$ cat src/rtl/dm_arbiter.sv
`default_nettype none
// ============================================================================
// Module      : dm_arbiter
// Description : Round-robin, burst-bounded arbiter that shares dm_4k between
//               the CPU datapath (M0) and a loader/DMA port (M1).
// Revision    : 1.0 - initial release
// ============================================================================
module dm_arbiter #(
    parameter int AW        = 10,
    parameter int DW        = 32,
    parameter int MAX_BURST = 4
) (
    input  logic          clk,
    input  logic          rst,
    input  logic          req0,
    input  logic          we0,
    input  logic [AW-1:0] addr0,
    input  logic [3:0]    be0,
    input  logic [DW-1:0] wd0,
    input  logic          req1,
    input  logic          we1,
    input  logic [AW-1:0] addr1,
    input  logic [3:0]    be1,
    input  logic [DW-1:0] wd1,
    output logic          ack0,
    output logic          ack1,
    output logic          rvalid0,
    output logic          rvalid1,
    output logic [DW-1:0] rdata,
    output logic [1:0]    gnt,
    output logic          busy,
    output logic [AW-1:0] dm_addr,
    output logic [3:0]    dm_be,
    output logic [DW-1:0] dm_wd,
    output logic          dm_we,
    input  logic [DW-1:0] dm_rd
);

    localparam logic [1:0] c_st_idle   = 2'd0;
    localparam logic [1:0] c_st_g0     = 2'd1;
    localparam logic [1:0] c_st_g1     = 2'd2;
    localparam logic [4:0] c_max_burst = 5'(MAX_BURST);

    logic [1:0]    r_state;
    logic [1:0]    w_next_state;
    logic          r_last;       // 1 = M1 held the most recent grant
    logic [3:0]    r_beat_cnt;
    logic [4:0]    w_cnt_inc;
    logic          w_beat0;
    logic          w_beat1;
    logic [DW-1:0] r_rdata;
    logic          r_rvalid0;
    logic          r_rvalid1;

    assign w_beat0   = (r_state == c_st_g0) && req0;
    assign w_beat1   = (r_state == c_st_g1) && req1;
    assign w_cnt_inc = {1'b0, r_beat_cnt} + 5'd1;

    // State register
    always_ff @(posedge clk) begin
        if (rst) begin
            r_state <= c_st_idle;
        end else begin
            r_state <= w_next_state;
        end
    end

    // Next-state logic: IDLE is always a one-cycle turnaround between grants
    always_comb begin
        w_next_state = c_st_idle;
        case (r_state)
            c_st_idle: begin
                if (req0 && req1)  w_next_state = r_last ? c_st_g0 : c_st_g1;
                else if (req0)     w_next_state = c_st_g0;
                else if (req1)     w_next_state = c_st_g1;
                else               w_next_state = c_st_idle;
            end
            c_st_g0: begin
                if (req0 && (w_cnt_inc < c_max_burst)) w_next_state = c_st_g0;
            end
            c_st_g1: begin
                if (req1 && (w_cnt_inc < c_max_burst)) w_next_state = c_st_g1;
            end
            default: w_next_state = c_st_idle;
        endcase
    end

    // Output logic; memory port idles on M0 fields with writes disabled
    always_comb begin
        ack0    = w_beat0;
        ack1    = w_beat1;
        gnt     = {r_state == c_st_g1, r_state == c_st_g0};
        busy    = (r_state != c_st_idle);
        dm_addr = addr0;
        dm_be   = be0;
        dm_wd   = wd0;
        dm_we   = w_beat0 && we0 && !rst;
        if (r_state == c_st_g1) begin
            dm_addr = addr1;
            dm_be   = be1;
            dm_wd   = wd1;
            dm_we   = w_beat1 && we1 && !rst;
        end
    end

    // Grant history, burst counter and registered read return
    always_ff @(posedge clk) begin
        if (rst) begin
            r_last     <= 1'b1;
            r_beat_cnt <= 4'd0;
            r_rdata    <= '0;
            r_rvalid0  <= 1'b0;
            r_rvalid1  <= 1'b0;
        end else begin
            r_rvalid0 <= w_beat0 && !we0;
            r_rvalid1 <= w_beat1 && !we1;
            if ((w_beat0 && !we0) || (w_beat1 && !we1)) begin
                r_rdata <= dm_rd;
            end
            if ((r_state == c_st_idle) && (w_next_state != c_st_idle)) begin
                r_last     <= (w_next_state == c_st_g1);
                r_beat_cnt <= 4'd0;
            end else if (w_beat0 || w_beat1) begin
                r_beat_cnt <= w_cnt_inc[3:0];
            end
        end
    end

    assign rdata   = r_rdata;
    assign rvalid0 = r_rvalid0;
    assign rvalid1 = r_rvalid1;

endmodule
`default_nettype wire

$ cat config.mk
export PLATFORM = sky130hd
export DESIGN_NAME = dm_arbiter
export DESIGN_NICKNAME = d
export VERILOG_FILES = /design/src/rtl/dm_arbiter.sv
export SDC_FILE = /design/constraint.sdc
export NUM_CORES = 1
export LEC_CHECK = 0
export CAP_MARGIN = 20
export CORE_UTILIZATION = 32
export CTS_CLUSTER_DIAMETER = 60
export DETAILED_ROUTE_END_ITERATION = 8
export GPL_ROUTABILITY_DRIVEN = 0
export PLACE_DENSITY = 0.87
export SLEW_MARGIN = 25
export SYNTH_ARGS = -nofsm -noshare
export SYNTH_HDL_FRONTEND = slang
export SYNTH_SLANG_ARGS = --single-unit
export TNS_END_PERCENT = 50
$ cat constraint.sdc
create_clock -name clk -period 4.4 [get_ports clk]
set_input_delay 1.1 -clock clk [delete_from_list [all_inputs] [get_ports clk]]
set_output_delay 1.1 -clock clk [all_outputs]
set_load 0.02 [all_outputs]
Word-level counts from Yosys, hierarchy flattened --
Cells that the tools add are included.
Word-level totals: output and inout bits 86, register bits after elaboration 41, word-level logic and storage cells 43
Cells by class: add/sub/neg operators 1, mux-type cells 11, equal/unequal tests 3, reductions and logical operators 21, order comparisons 1
Operator list (count):
- $mux 32 | 1
- $logic_and 1x1->1 | 12
- $mux 10 | 1
- $mux 2 | 5
- $pmux 2 s3 | 1
- $add 4x1->5 const B | 1
- $lt 5x3->1 const B | 1
- $eq 2x2->1 const B | 2
- $mux 4 | 1
- $reduce_bool 2->1 | 2
- $logic_not 1->1 | 3
- $eq 2x1->1 const B | 1
- $logic_not 2->1 | 1
- $logic_or 1x1->1 | 2
- $mux 1 | 2
- $reduce_or 2->1 | 1

Longest topological paths before layout --
depth after elaboration 8, depth in mapped cells 6, depth with buffers taken out 5

Worst setup path after synthesis --
Ideal clock, no wire load.
path kind input port to output port, from in req0, to out dm_we, arrival time 1.848 ns, slack 1.452 ns, data required time 3.300 ns, stages 4, cell sequence nand3b_1 > inv_1 > a22oi_1 > nor2_1
On the way: cells in the longest elaborated chain, start to end 4
RTL lines:
- start, declared | line 15 | input logic req0,
- $logic_and 1x1->1 | line 55 | assign w_beat0 = (r_state == c_st_g0) && req0;
- named net ack0 | line 25 | output logic ack0,
- $logic_and 1x1->1 (2 in a row) | line 97 | dm_we = w_beat0 && we0 && !rst;
- $mux 1 | line 98 | if (r_state == c_st_g1) begin
- end, declared | line 35 | output logic dm_we,
The timed path passes the listed nets, and every way through them passes these cells.

Worst setup path after layout --
from in req0, to out dm_we
On the way: cells in the longest elaborated chain, start to end 4
RTL lines (line):
- $logic_and 1x1->1 | 55
- $logic_and 1x1->1 (2 in a row) | 97
- $mux 1 | 98
Every way passes these cells.

==> flow_metrics.py <==
metrics = {
    "worst_hold_path": {
        "hp-class": "reg2reg",
    },
    "clocking": {
        "cts_tree": "built",
        "post-cts-setup-buffer-count": 0,
        "clock-root-buffer": "clkbuf_8",
        "cts_num_sinks": 41,
        "clock_latency_ps": 290,
        "h-tree-depth": 2,
        "post_cts_resized": 0,
        "cts_buffers": 5,
        "cts_buffer_depth": 2,
        "cts_hold_buffers": 0,
        "clk_pin_slew_ps": 80,
    },
    "worst_setup_path": {
        "cp.required_ps": 3300,
        "crit_type": "in2out",
        "worstSetupEndpointType": "output pin",
        "cp_max_fo": 6,
        "arrival_ps": 2870,
        "cp-start-kind": "input port",
    },
    "routing": {
        "drt-initial-drc-count": 62,
        "firstDrtPassIters": 4,
        "wire_per_inst_um": 15.6,
        "drcViolationCount": 0,
        "vias_per_cell": 4.67,
        "vias": 2499,
        "antenna_left": 0,
        "routed_wl_mm": 8.35,
    },
    "sta": {
        "setup_violations": 0,
        "setup_tns_ps": 0,
        "slew_headroom_pct": 59.1,
        "min_period_ps": 3970,
        "maxSlewViolCount": 0,
        "finalClockSkew_ps": 6.43,
        "hold_viol": 0,
        "fin_ws_ps": 435,
        "tightest_slew_ps": 613,
        "fmaxAchievable_mhz": 252,
        "rsz0062_at_grt": "no",
        "finalCritPeriodShare_pct": 90.1,
    },
    "placed_design": {
        "dp_cells": 525,
        "placed_area_um2": 4320,
        "hpwlAfterDp_mm": 6.88,
        "post-place-ws_ps": 451,
        "port_buffers": 215,
    },
    "floorplan": {
        "design.core.area_um2": 6390,
        "pin_count": 216,
        "die_w_um": 83.6,
        "row_count": 29,
        "die_h_um": 83.6,
        "start_util_pct": 33.3,
        "die_area_um2": 6980,
    },
    "yosys": {
        "ys_seq_area_share_pct": 38.5,
        "netlist_area_um2": 2130,
        "synth-seq-cells": 41,
        "synth_cell_types": 26,
        "avgSynthCellArea_um2": 8.69,
        "ys_warn_count": 0,
        "synthesis.nets": 376,
        "synth_cells": 245,
    },
    "finish": {
        "final_cell_mix": "clkdlybuf4s50_1, nand2_1, mux2_2",
        "fin_nets": 586,
        "drive_above_1_share_pct": 13.4,
        "seq_area_um2": 821,
        "fillerInstances": 491,
        "instances_no_fill": 535,
        "final_common_cell": "clkdlybuf4s50_1",
        "final_area_um2": 4410,
        "multi_input_area_um2": 1200,
        "syn_to_final_growth_pct": 107,
    },
    "grt": {
        "gr-usage-all-layers_pct": 23.8,
        "antenna_found_initial": 2,
        "grt-ovfl-total": 0,
        "grt_pass1_vias": 2608,
        "grt_max_degree": 39,
        "grt_pass1_wl_mm": 13.0,
    },
    "job": {
        "drv_cap": 0,
    },
    "power": {
        "ir_drop_uv": 176,
        "p_per_area_nw_per_um2": 225,
        "leakagePower_nw": 1.58,
    },
    "run_status": {
        "outcome": "complete, no violations",
    },
}
[area by class of cell]
type | instances | share of cell area, %
sequential | 41 | 18.6
clock buffer | 5 | 1.56
timing repair buffer | 219 | 49.7
antenna | 2 | 0.114
multi-input combinational | 185 | 27.2
clock inverter | 3 | 0.397
tap | 77 | 2.19
inverter | 3 | 0.255
[per-layer routing]
layer  track usage (%)  vias to the layer above  routed length [um]
li1                  -                     1250                   -
met1              25.7                     1116                3220
met2              43.8                      111                4300
met3              5.44                       22                 530
met4              10.9                        0                 298
met5                 0                        -                   0
[flip-flops by register name, indices dropped and copies added (netlist names)]
signal,count
rdata,32
r_beat_cnt,4
r_state,2
r_last,1
rvalid0,1
rvalid1,1
[report_power, final]
group	leakage, nW	internal (mW)	switching, mW	total (mW)
logic	1.20	0.220	0.141	0.361
clock network	0.0439	0.109	0.129	0.239
registers	0.332	0.382	0.00844	0.391
[worst max-delay path: stages]
cell and delay [ps]:
clkdlybuf4s50_1 570, nand3b_1 200, inv_1 150, a22oi_1 90, nor2_1 120, clkdlybuf4s50_1 640
[logic make-up after synthesis]
group / after synthesis / share of synthesized area [%]
AOI/OAI and AO/OA: 46 / 12.8
and+or+nand+nor: 89 / 17.0
adders and majority gates: 1 / 0.587
DFF: 41 / 38.5
muxes: 46 / 24.3
xor gates and xnor gates: 3 / 1.23
buffers and inverters: 19 / 5.52
[final timing paths]
check	startpoint	to	slack (ps)	cells after the start
setup reg to reg	r_state[0]	rdata[19]	2710	4
hold reg to reg	rdata[1]	rdata[1]	450	2
hold / removal	rdata[1]	rdata[1]	450	2
setup / recovery	req0	dm_we	430	6
[synth_stat cells]
cell type | number | area share [%]
o32ai_4 | 1 | 1.3
mux2_2 | 46 | 24
buf_2 | 4 | 0.94
o21bai_1 | 2 | 0.70
nor2_1 | 8 | 1.4
buf_4 | 5 | 1.8
dfxtp_1 | 41 | 39
clkbuf_1 | 4 | 0.70
nand3b_1 | 2 | 0.70
and3_1 | 1 | 0.29
inv_1 | 3 | 0.53
nor3_1 | 2 | 0.47
buf_6 | 3 | 1.6
xor2_1 | 1 | 0.41
o21ai_0 | 2 | 0.47
ha_1 | 1 | 0.59
nand2_1 | 69 | 12
a21oi_1 | 37 | 8.7
a2111oi_0 | 1 | 0.41
o211ai_1 | 1 | 0.35
nor2b_1 | 2 | 0.59
a22oi_1 | 1 | 0.35
nand3_1 | 2 | 0.47
xnor2_1 | 2 | 0.82
nand2b_1 | 3 | 0.88
o32a_2 | 1 | 0.53
[stage by stage]
stage,power (mW),util [%],hold slack (ps)
after floorplan,0.544,-,473
after global placement,0.754,67.4,437
after detailed placement,0.761,67.6,443
after CTS,1.00,68.9,453
after global routing,1.04,69.0,467
final,0.990,69.0,451
(Power assumes the default switching activity.)
